$ cat src/rtl/disp_pkg.sv
// Shared definitions for the display scan multiplexer.
// Build option: define DISP_MUX_AUTOSCAN_EN to enable auto-scan mode.
package disp_pkg;

  // Channel-0 holding register reset pattern.
  localparam logic [31:0] INIT_DATA_DEF = 32'hAA5555AA;

  typedef enum logic {
    MODE_MANUAL = 1'b0,
    MODE_AUTO   = 1'b1
  } disp_mode_e;

  // Ceiling log2, never less than 1 so a select port always has a bit.
  function automatic int unsigned clog2(input int unsigned n);
    int unsigned r;
    r = 0;
    while ((32'd1 << r) < n) begin
      r = r + 1;
    end
    if (r == 0) begin
      r = 1;
    end
    return r;
  endfunction

endpackage

$ cat src/rtl/disp_scan_ctrl.sv
// Channel select control: manual select with clamping and, when
// DISP_MUX_AUTOSCAN_EN is defined, dwell-timed auto-scan. Owns cur_ch,
// the dwell counter and the channel-change strobe.
module disp_scan_ctrl
  import disp_pkg::*;
#(
  parameter int unsigned CH  = 8,
  parameter int unsigned DWW = 24,
  localparam int unsigned SW = clog2(CH)
) (
  input  logic           clk,
  input  logic           rst,
  input  logic [SW-1:0]  test,
  input  logic           mode,
  input  logic [DWW-1:0] dwell,
  output logic [SW-1:0]  cur_ch,
  output logic           ch_stb
);

  localparam logic [SW-1:0] MaxCh = SW'(CH - 1);

  logic [SW-1:0] cur_ch_q, cur_ch_d;
  logic [SW-1:0] test_clamped;
  logic          ch_stb_q;

  assign test_clamped = (test > MaxCh) ? MaxCh : test;

`ifdef DISP_MUX_AUTOSCAN_EN
  logic [DWW-1:0] cnt_q, cnt_d;

  // Next channel and dwell count; manual mode keeps the counter at zero so
  // entering auto starts a fresh dwell from the current channel.
  always_comb begin
    cur_ch_d = test_clamped;
    cnt_d    = '0;
    if (mode == MODE_AUTO) begin
      cur_ch_d = cur_ch_q;
      // >= so a dwell lowered below the running count advances at once.
      if (cnt_q >= dwell) begin
        cnt_d    = '0;
        cur_ch_d = (cur_ch_q == MaxCh) ? '0 : cur_ch_q + SW'(1);
      end else begin
        cnt_d = cnt_q + DWW'(1);
      end
    end
  end

  // Dwell counter register.
  always_ff @(posedge clk or negedge rst) begin
    if (!rst) begin
      cnt_q <= '0;
    end else begin
      cnt_q <= cnt_d;
    end
  end
`else
  logic unused_cfg;
  assign unused_cfg = ^{mode, dwell};

  // Manual select only.
  always_comb begin
    cur_ch_d = test_clamped;
  end
`endif

  // Channel register and change strobe.
  always_ff @(posedge clk or negedge rst) begin
    if (!rst) begin
      cur_ch_q <= '0;
      ch_stb_q <= 1'b0;
    end else begin
      cur_ch_q <= cur_ch_d;
      ch_stb_q <= (cur_ch_d != cur_ch_q);
    end
  end

  assign cur_ch = cur_ch_q;
  assign ch_stb = ch_stb_q;

endmodule

$ cat src/rtl/disp_mux_scan.sv
// Display multiplexer: channel 0 comes from CPU holding registers, the
// other channels live from their input slices; the selected channel is
// registered onto the outputs. Auto-scan is built only when
// DISP_MUX_AUTOSCAN_EN is defined.
module disp_mux_scan
  import disp_pkg::*;
#(
  parameter int unsigned CH        = 8,
  parameter int unsigned DW        = 32,
  parameter int unsigned MW        = 8,
  parameter int unsigned DWW       = 24,
  parameter logic [31:0] INIT_DATA = INIT_DATA_DEF,
  localparam int unsigned SW       = clog2(CH)
) (
  input  logic             clk,
  input  logic             rst,
  input  logic             en,
  input  logic [SW-1:0]    test,
  input  logic             mode,
  input  logic [DWW-1:0]   dwell,
  input  logic [CH*DW-1:0] data_in,
  input  logic [CH*MW-1:0] les_in,
  input  logic [CH*MW-1:0] point_in,
  output logic [DW-1:0]    disp_num,
  output logic [MW-1:0]    le_out,
  output logic [MW-1:0]    point_out,
  output logic [SW-1:0]    cur_ch,
  output logic             ch_stb
);

  localparam logic [DW-1:0] InitVal = DW'(INIT_DATA);

  logic [DW-1:0] cpu_data_q;
  logic [MW-1:0] cpu_blink_q, cpu_point_q;
  logic [DW-1:0] sel_data, disp_num_q;
  logic [MW-1:0] sel_blink, sel_point, le_out_q, point_out_q;
  logic [SW-1:0] cur_ch_w;

  disp_scan_ctrl #(
    .CH  (CH),
    .DWW (DWW)
  ) u_ctrl (
    .clk    (clk),
    .rst    (rst),
    .test   (test),
    .mode   (mode),
    .dwell  (dwell),
    .cur_ch (cur_ch_w),
    .ch_stb (ch_stb)
  );

  // Channel 0 holding registers, loaded from slice 0 on en.
  always_ff @(posedge clk or negedge rst) begin
    if (!rst) begin
      cpu_data_q  <= InitVal;
      cpu_blink_q <= '1;
      cpu_point_q <= '0;
    end else if (en) begin
      cpu_data_q  <= data_in[DW-1:0];
      cpu_blink_q <= les_in[MW-1:0];
      cpu_point_q <= point_in[MW-1:0];
    end
  end

  // Select the displayed channel from the registered channel number.
  always_comb begin
    sel_data  = cpu_data_q;
    sel_blink = cpu_blink_q;
    sel_point = cpu_point_q;
    if (cur_ch_w != '0) begin
      sel_data  = data_in[int'(cur_ch_w)*DW +: DW];
      sel_blink = les_in[int'(cur_ch_w)*MW +: MW];
      sel_point = point_in[int'(cur_ch_w)*MW +: MW];
    end
  end

  // Output registers.
  always_ff @(posedge clk or negedge rst) begin
    if (!rst) begin
      disp_num_q  <= InitVal;
      le_out_q    <= '1;
      point_out_q <= '0;
    end else begin
      disp_num_q  <= sel_data;
      le_out_q    <= sel_blink;
      point_out_q <= sel_point;
    end
  end

  assign disp_num  = disp_num_q;
  assign le_out    = le_out_q;
  assign point_out = point_out_q;
  assign cur_ch    = cur_ch_w;

endmodule
$ cat config.mk
export PLATFORM = sky130hd
export DESIGN_NAME = disp_mux_scan
export DESIGN_NICKNAME = d
export VERILOG_FILES = /design/src/rtl/disp_pkg.sv /design/src/rtl/disp_scan_ctrl.sv /design/src/rtl/disp_mux_scan.sv
export SDC_FILE = /design/constraint.sdc
export NUM_CORES = 1
export LEC_CHECK = 0
export ABC_AREA = 1
export BUFFER_PORTS_ARGS = -buffer_cell sky130_fd_sc_hd__buf_2
export CAP_MARGIN = 20
export CORE_AREA = 5 5 180 182
export CTS_CLUSTER_SIZE = 8
export DETAILED_ROUTE_END_ITERATION = 7
export DIE_AREA = 0 0 185 187
export PLACE_DENSITY = 0.53
export SYNTH_ARGS = -nofsm -noshare
export SYNTH_HDL_FRONTEND = slang
export SYNTH_SLANG_ARGS = --single-unit
$ cat constraint.sdc
create_clock -name clk -period 1.3 [get_ports clk]
set_input_delay 0.065 -clock clk [delete_from_list [all_inputs] [get_ports clk]]
set_output_delay 0.065 -clock clk [all_outputs]
set_load 0.01 [all_outputs]
======== Yosys cells after proc, flatten, opt, wreduce, memory -nomap -nowiden ========
Index checks and enable logic that the tools add are counted.
word-level totals
  register bits ........................... 100
  bits of input ports ..................... 415
  output and inout bits ................... 52
  logic and storage cells ................. 18
cells by class
  magnitude comparators ................... 1
  equal/unequal tests ..................... 1
  shifts and indexed selects .............. 3
  muxes and demuxes ....................... 4
  reductions and logical operators ........ 1
operators with widths
  kind                                        count
  indexed part select 256 x 9 -> 32 bit       1
  indexed part select 64 x 7 -> 8 bit         2
  2-to-1 mux 32 bit                           1
  2-to-1 mux 8 bit                            2
  > comparator 3 bit (second input constant)  1
  2-to-1 mux 3 bit                            1
  != test 3 bit                               1
  nonzero test 3 bit                          1

======== Depth between registers and ports, before layout ========
Gate-level depths: netlist (run 1).
  word-level depth ........................ 3
  mapped depth ............................ 7
  depth with buffers taken out ............ 5

======== Cells and area by module ========
From an unflattened synthesis (run 1), not the netlist that was laid out.
unflattened totals
  cell total of the unflattened synthesis .. 963
  area total of the unflattened synthesis .. 6,661.4 um^2
by module, submodules not included
  module          instances  cells an instance  area each (um^2)  seq. area each (um^2)
  disp_mux_scan   1          944                6,498.7           2,462.4
  disp_scan_ctrl  1          19                 162.7             100.1

======== Least setup slack after synthesis (run 1) ========
Ideal clock, no wire load.
  path type ............................... reg-to-reg
  start point ............................. reg u_ctrl.cur_ch_q[1] (netlist: u_ctrl.cur_ch[1])
  end point ............................... reg disp_num_q[15] (netlist: disp_num[15])
  library setup time ...................... 0.118 ns
  arrival ................................. 1.131 ns
  required time ........................... 1.182 ns
  setup slack ............................. 0.051 ns
  stages on the path, launching flop included .. 7
  buffers on the path ..................... 2
  clock period less this slack ............ 1.249 ns
  path through ............................ dfrtp_1 buf_4 inv_2 clkbuf_1 nand3_1 nand3_1 nand2_1
on the way
  word-level cells in the longest chain between the ends .. 2
ends and longest elaborated chain
  what                                                                         line                                      RTL
  from (decl)                                                                  disp_scan_ctrl.sv:22                      logic [SW-1:0] cur_ch_q, cur_ch_d;
  from (signal assigned)                                                       disp_scan_ctrl.sv:72                      cur_ch_q <= cur_ch_d;
  indexed part select 256 x 9 -> 32 bit or nonzero test 3 bit (tied branches)  disp_mux_scan.sv:71, disp_mux_scan.sv:70
  2-to-1 mux 32 bit *                                                          disp_mux_scan.sv:70                       if (cur_ch_w != '0) begin
  net sel_data[15]                                                             disp_mux_scan.sv:35                       logic [DW-1:0] sel_data, disp_num_q;
  to (signal assigned)                                                         disp_mux_scan.sv:80                       disp_num_q <= InitVal;
  to (signal assigned)                                                         disp_mux_scan.sv:84                       disp_num_q <= sel_data;
  to (decl)                                                                    disp_mux_scan.sv:35
The timed path passes the listed nets; every way through them passes the cells marked *.
A chain may end at the register's enable or synchronous reset.

======== Final worst setup path (run 1) ========
  start point ............................. reg u_ctrl.cur_ch_q[0] (netlist: u_ctrl.cur_ch[0])
  end point ............................... reg point_out_q[4] (netlist: point_out[4])
on the way
  word-level cells in the longest chain between the ends .. 2
ends and longest elaborated chain
  what                                                                       line                                      RTL
  indexed part select 64 x 7 -> 8 bit or nonzero test 3 bit (tied branches)  disp_mux_scan.sv:73, disp_mux_scan.sv:70
  2-to-1 mux 8 bit *                                                         disp_mux_scan.sv:70
  net sel_point[4]                                                           disp_mux_scan.sv:36                       logic [MW-1:0] sel_blink, sel_point, le_out_q, point_out_q;
  to (signal assigned)                                                       disp_mux_scan.sv:86                       point_out_q <= sel_point;
  to (decl)                                                                  disp_mux_scan.sv:36
Marked as above.

==> flow_metrics.tcl, run 1 <==
set metrics [dict create \
    cp_cell_sequence "clkinv_8, buf_12, buf_12, nand2_1, nand3_1, nand3_1, nand2_1" \
    slew_viol_final 0 \
    grt-ovfl-total 0 \
    max_cap_viol_count 0 \
    synth_cells 956 \
    finalWeightedCongestion 0.919 \
    num_io_pins 467 \
    setup_viol 33 \
    hold_depth 5 \
    hold_path_class "input port to flip-flop" \
    fmax_mhz 736 \
    hold_violations 0 \
    grt_pass1_vias 8644 \
    required_ns 1.55 \
    grt_pass1_wl_um 47000 \
    power_per_cell_area_nw_per_um2 843 \
    finClkSkew_ns 0.0159 \
    start_util_pct 21.7 \
    fillers 3277 \
    min_to "disp_num[12]" \
    numPortBuffers 441 \
    r2r_slack_ns -0.06 \
    endpoint_kind "flip-flop" \
    worst-path-max-fanout 10 \
    die_area_um2 34600 \
    area_delta_synth_final_pct 67.5 \
    ant_nets 0 \
    post_synth.cell_area_avg_um2 6.91 \
    clk_latency_ns 0.36 \
    grt_start_max_net_pins 73 \
    rows 64 \
    worst_slew_pin_slew_ns 0.427 \
    synth_nets 1371 \
    peakVddDrop_v 0.000509 \
    r2r-start "u_ctrl.cur_ch[0]" \
    clk_path_buf_depth 2 \
    die_y_um 187 \
    post-route-drc-count 0 \
    h-tree-depth 3 \
    power_mw 9.32 \
    track_usage_pct 17.0 \
    start_kind "flip-flop" \
    maxSlewHeadroom_pct 71.5 \
    leakagePower_nw 5.66 \
    slowest_delay_ns 0.51 \
    layout_setup_ws_ns -0.0591 \
    drtIter0Drc 442 \
    setup_tns_ns -0.959 \
    final.hold.worst_slack_ns 0.0219 \
    wl_per_cell_um 17.4 \
    drt-vias-per-instance 4.62 \
    status "complete, but fails checks" \
    dr.pass1.iters 6 \
    core_area_um2 30400 \
    die_w_um 185 \
    r2r_cells 7 \
    final.min_clock_period_ns 1.36 \
    crit_arrival_ns 1.61 \
    violations "negative setup slack" \
    post-route-period-util_pct 105 \
    route.vias.total 8496 \
    grt_setup_unrepaired "yes" \
    crit_start "u_ctrl.cur_ch[0]" \
    synthesis.area_um2 6600 \
    ys_warn_count 0 \
    ys_seq_area_share_pct 38.8 \
    antenna_found_initial 1 \
    nets 1853 \
    routed_wl_um 32100 \
    dpl.hpwl_um 24000 \
    synth_cell_type_count 12 \
    worstHoldStart "data_in[140]" \
    final_layout_size_suffix_gt1_share_pct 49.4 \
    tritoncts "built" \
    clock_sinks 100 \
    r2r_end "point_out[4]" \
    clk_pin_slew_worst_paths_ns 0.09 \
    cts_buffers 9 \
    crit_slowest_cell "dfrtp_4" \
    synth-seq-cells 100 \
    cts-root-buf "clkbuf_16" \
    criticalPathCategory "flip-flop to flip-flop" \
]
[worst max-delay path by stage]
stage                        end  slack, ns  depth (start not counted)
global route        point_out[3]      -0.12                          7
detailed placement  point_out[5]      -0.08                          6
CTS                 disp_num[22]      -0.06                          7
floorplan           disp_num[15]       0.05                          6
global placement    point_out[5]      -0.07                          6
finish              point_out[4]      -0.06                          7
[cells in the mapped netlist (all sizes together)]
master	n	area share, %
xnor2	3	0.40
inv	3	0.17
dfrtp	52	20
nand2	432	25
dfstp	48	19
clkbuf	22	1.3
nand3	289	22
mux2	48	8.2
buf	59	4.7
[where the power goes]
part           total, mW  switching [mW]  internal, mW
clock network       2.73            1.35          1.37
logic               2.91            1.48          1.43
registers           3.68           0.135          3.55
total               9.32            2.97          6.36
[registers in the layout, indices dropped and copies added, names as in the netlist]
| signal | cells |
|---|---|
| disp_num | 32 |
| cpu_point_q | 8 |
| cpu_data_q | 32 |
| point_out | 8 |
| le_out | 8 |
| u_ctrl.ch_stb | 1 |
| cpu_blink_q | 8 |
| u_ctrl.cur_ch | 3 |
[metal layers]
metal / global-route usage [%] / routed length [um] / vias up
met5: 0 / 0 / -
met4: 3.64 / 517 / 0
met3: 3.23 / 2250 / 32
met2: 30.2 / 16400 / 355
met1: 21.3 / 12900 / 3998
li1: - / - / 4111
[kinds of logic after synthesis]
kind of cell	after synthesis	synth area share [%]
buffers and inverters	84	6.14
AND/OR/NAND/NOR	721	46.5
flip-flops	100	38.8
XOR/XNOR	3	0.398
multiplexers	48	8.19
[metrics by stage]
stage / cell area, um^2 / setup slack, ns / cells / utilization (%)
after floorplan: 6600 / 0.0514 / 956 / -
after global placement: 9550 / -0.0700 / 1757 / 31.4
after detailed placement: 9550 / -0.0761 / 1757 / 31.4
after CTS: 10500 / -0.0554 / 1830 / 34.5
after global routing: 11100 / -0.123 / 1839 / 36.3
final: 11100 / -0.0591 / 1840 / 36.3
[layout make-up]
type                       count  area (um^2)  area share, %
timing repair buffer         552         3650           33.0
multi-input combinational    772         4030           36.4
tap                          396          495           4.48
clock inverter                 4         33.8          0.305
clock buffer                  12          246           2.23
inverter                       3         25.0          0.226
sequential                   100         2570           23.2
antenna                        1         2.50         0.0226
[cells in the final DEF, fill, tap and decap left out, types with 23 or more instances in the layout]
cell type,synthesis,routed
buf_2,48,439
nand2_1,432,388
nand3_1,289,236
nand3_2,0,53
dlygate4sd3_1,0,52
dfrtp_1,52,49
mux2_2,48,48
dfstp_2,48,48
nand2_2,0,40
buf_12,0,23
[what timing repair did]
action,4_1_cts,5_1_grt
cloned,1,6
hold endpoints to repair,135,0
pin swaps,5,31
gates resized for setup,19,105
setup endpoints to repair,28,49
buffers inserted,4,3
hold buffers,52,0
[worst max-delay path, delay by kind of cell, from the launching register on]
family | cells | cell delay (ns)
AND/OR/NAND/NOR | 4 | 0.29
buffers and inverters | 3 | 0.45
flip-flops | 1 | 0.51
Power figures use the tool's default switching activity.
==> run 2: changes to the inputs <==
--- a/config.mk
+++ b/config.mk
@@ -13,6 +13,7 @@
 export DETAILED_ROUTE_END_ITERATION = 7
 export DIE_AREA = 0 0 185 187
 export PLACE_DENSITY = 0.53
+export SETUP_SLACK_MARGIN = 0.5
 export SYNTH_ARGS = -nofsm -noshare
 export SYNTH_HDL_FRONTEND = slang
 export SYNTH_SLANG_ARGS = --single-unit
==> run 2 against run 1 <==
- critical path depth shrank 5
- maximum frequency shrank 0.40%
- the flow still finishes with violations (negative setup slack)
- clock skew shrank 0.0036 ns
- clock power grew 9.2%
==> flow_metrics.tcl, run 2 (synthesis results as in run 1) <==
set metrics [dict create \
    grt_start_max_net_pins 72 \
    pwr-share-seq_pct 37.7 \
    endpoint_kind "primary output" \
    dr.pass1.iters 6 \
    antenna_found_initial 4 \
    ant_nets 0 \
    drtIter0Drc 351 \
    power_per_cell_area_nw_per_um2 848 \
    area_delta_synth_final_pct 76.1 \
    worst-path-max-fanout 71 \
    clk_path_buf_depth 2 \
    routed_wl_um 33000 \
    die_w_um 185 \
    setup_tns_ns -0.298 \
    setup_viol 16 \
    final.min_clock_period_ns 1.36 \
    peakVddDrop_v 0.000611 \
    violations "negative setup slack" \
    grt_pass1_wl_um 48300 \
    worst_slew_pin_slew_ns 0.665 \
    switching_power_mw 2.98 \
    p_int_mw 6.88 \
    criticalPathCategory "flip-flop to primary output" \
    sw_frac_of_total_pct 30.2 \
    p_clk_share_pct 30.2 \
    clk_latency_ns 0.35 \
    fmax_mhz 733 \
    design_area_um2 11600 \
    power_mw 9.86 \
    hold_violations 0 \
    final_layout_size_suffix_gt1_share_pct 49.3 \
    post-route-drc-count 0 \
    start_util_pct 21.7 \
    tritoncts "built" \
    rows 64 \
    leakagePower_nw 5.92 \
    slew_viol_final 0 \
    num_io_pins 467 \
    slowest_delay_ns 0.55 \
    crit_slowest_cell "dfrtp_4" \
    wl_per_cell_um 17.8 \
    die_area_um2 34600 \
    clock_sinks 100 \
    max_cap_viol_count 0 \
    drt-vias-per-instance 4.60 \
    route.vias.total 8540 \
    core_area_um2 30400 \
    cts_buffers 9 \
    finalWeightedCongestion 0.854 \
    power_frac_comb_pct 32.1 \
    crit_arrival_ns 1.30 \
    h-tree-depth 3 \
    required_ns 1.24 \
    grt_setup_unrepaired "yes" \
    die_y_um 187 \
    layout_setup_ws_ns -0.0646 \
    grt-ovfl-total 0 \
    track_usage_pct 17.6 \
    final.hold.worst_slack_ns 0.0289 \
    cts-root-buf "clkbuf_16" \
    grt_pass1_vias 8678 \
    numPortBuffers 441 \
    finClkSkew_ns 0.0123 \
    cp_cell_sequence "buf_16, buf_6" \
    dpl_cell_area_um2 9610 \
    clk_pin_slew_worst_paths_ns 0.08 \
    status "complete, but fails checks" \
    hold_path_class "input port to async pin" \
    nets 1868 \
    start_kind "flip-flop" \
    maxSlewHeadroom_pct 55.6 \
    final_common_cell "buf_2" \
    dpl.hpwl_um 22900 \
    post-route-period-util_pct 105 \
    mostFrequentLayoutCells "buf_2 (400), nand2_1 (398), nand3_1 (233)" \
]
run 2: routing by layer:
| metal | share of wire, % | vias to the layer above | track usage, % |
|---|---|---|---|
| li1 | - | 4136 | - |
| met1 | 41 | 3995 | 21.7 |
| met2 | 49 | 347 | 30.3 |
| met3 | 7.2 | 60 | 3.64 |
| met4 | 3.1 | 2 | 6.15 |
| met5 | 0.021 | - | 0 |
run 2: timing repair:
action | CTS | global route
pin swaps | 9 | 3
hold buffers | 58 | 0
hold endpoints to repair | 61 | 0
gates resized for setup | 99 | 69
gates cloned | 6 | 5
buffers inserted | 8 | 3
endpoints found under the setup margin | 101 | 175
run 2: final timing paths:
kind	from	end	slack (ns)	cells past startpoint
min in group clk	data_in[142]	disp_num[14]	0.03	5
worst max-delay path	u_ctrl.cur_ch[0]	cur_ch[0]	-0.06	2
worst min-delay path	rst	point_out[0]	0.03	2
worst min register to register	cpu_point_q[3]	cpu_point_q[3]	0.51	1
max in group asynchronous	rst	u_ctrl.cur_ch[0]	0.62	3
worst max register to register	u_ctrl.cur_ch[0]	disp_num[24]	-0.05	6
run 2: worst max-delay path, delay by kind of cell, from the launching register on:
kind,cells,cell delay [ns]
buffers and inverters,2,0.37
flip-flops,1,0.55
run 2: area by class of cell:
class / instances / area (um^2)
tap: 396 / 495
sequential: 100 / 2570
fill: 3219 / 18800
clock inverter: 4 / 56.3
inverter: 3 / 26.3
multi-input combinational: 772 / 4050
clock buffer: 12 / 267
timing repair buffer: 567 / 4160
antenna: 3 / 7.51
run 2: metrics by stage:
| stage | util, % | worst slack [ns] | cells |
|---|---|---|---|
| 2_1_floorplan | - | 0.155 | 956 |
| 3_3_place_gp | 31.6 | -0.0765 | 1758 |
| 3_5_place_dp | 31.6 | -0.0952 | 1758 |
| 4_1_cts | 36.9 | -0.0953 | 1846 |
| 5_1_grt | 38.2 | -0.137 | 1857 |
| 6_report | 38.2 | -0.0646 | 1857 |
run 2: power groups by stage:
stage	Sequential, mW	Clock [mW]	Combinational (mW)
2_1_floorplan	3.80	0	1.18
3_3_place_gp	3.72	0	2.53
3_5_place_dp	3.73	0	2.56
4_1_cts	3.72	3.12	3.06
5_1_grt	3.76	3.24	3.46
6_report	3.72	2.98	3.16
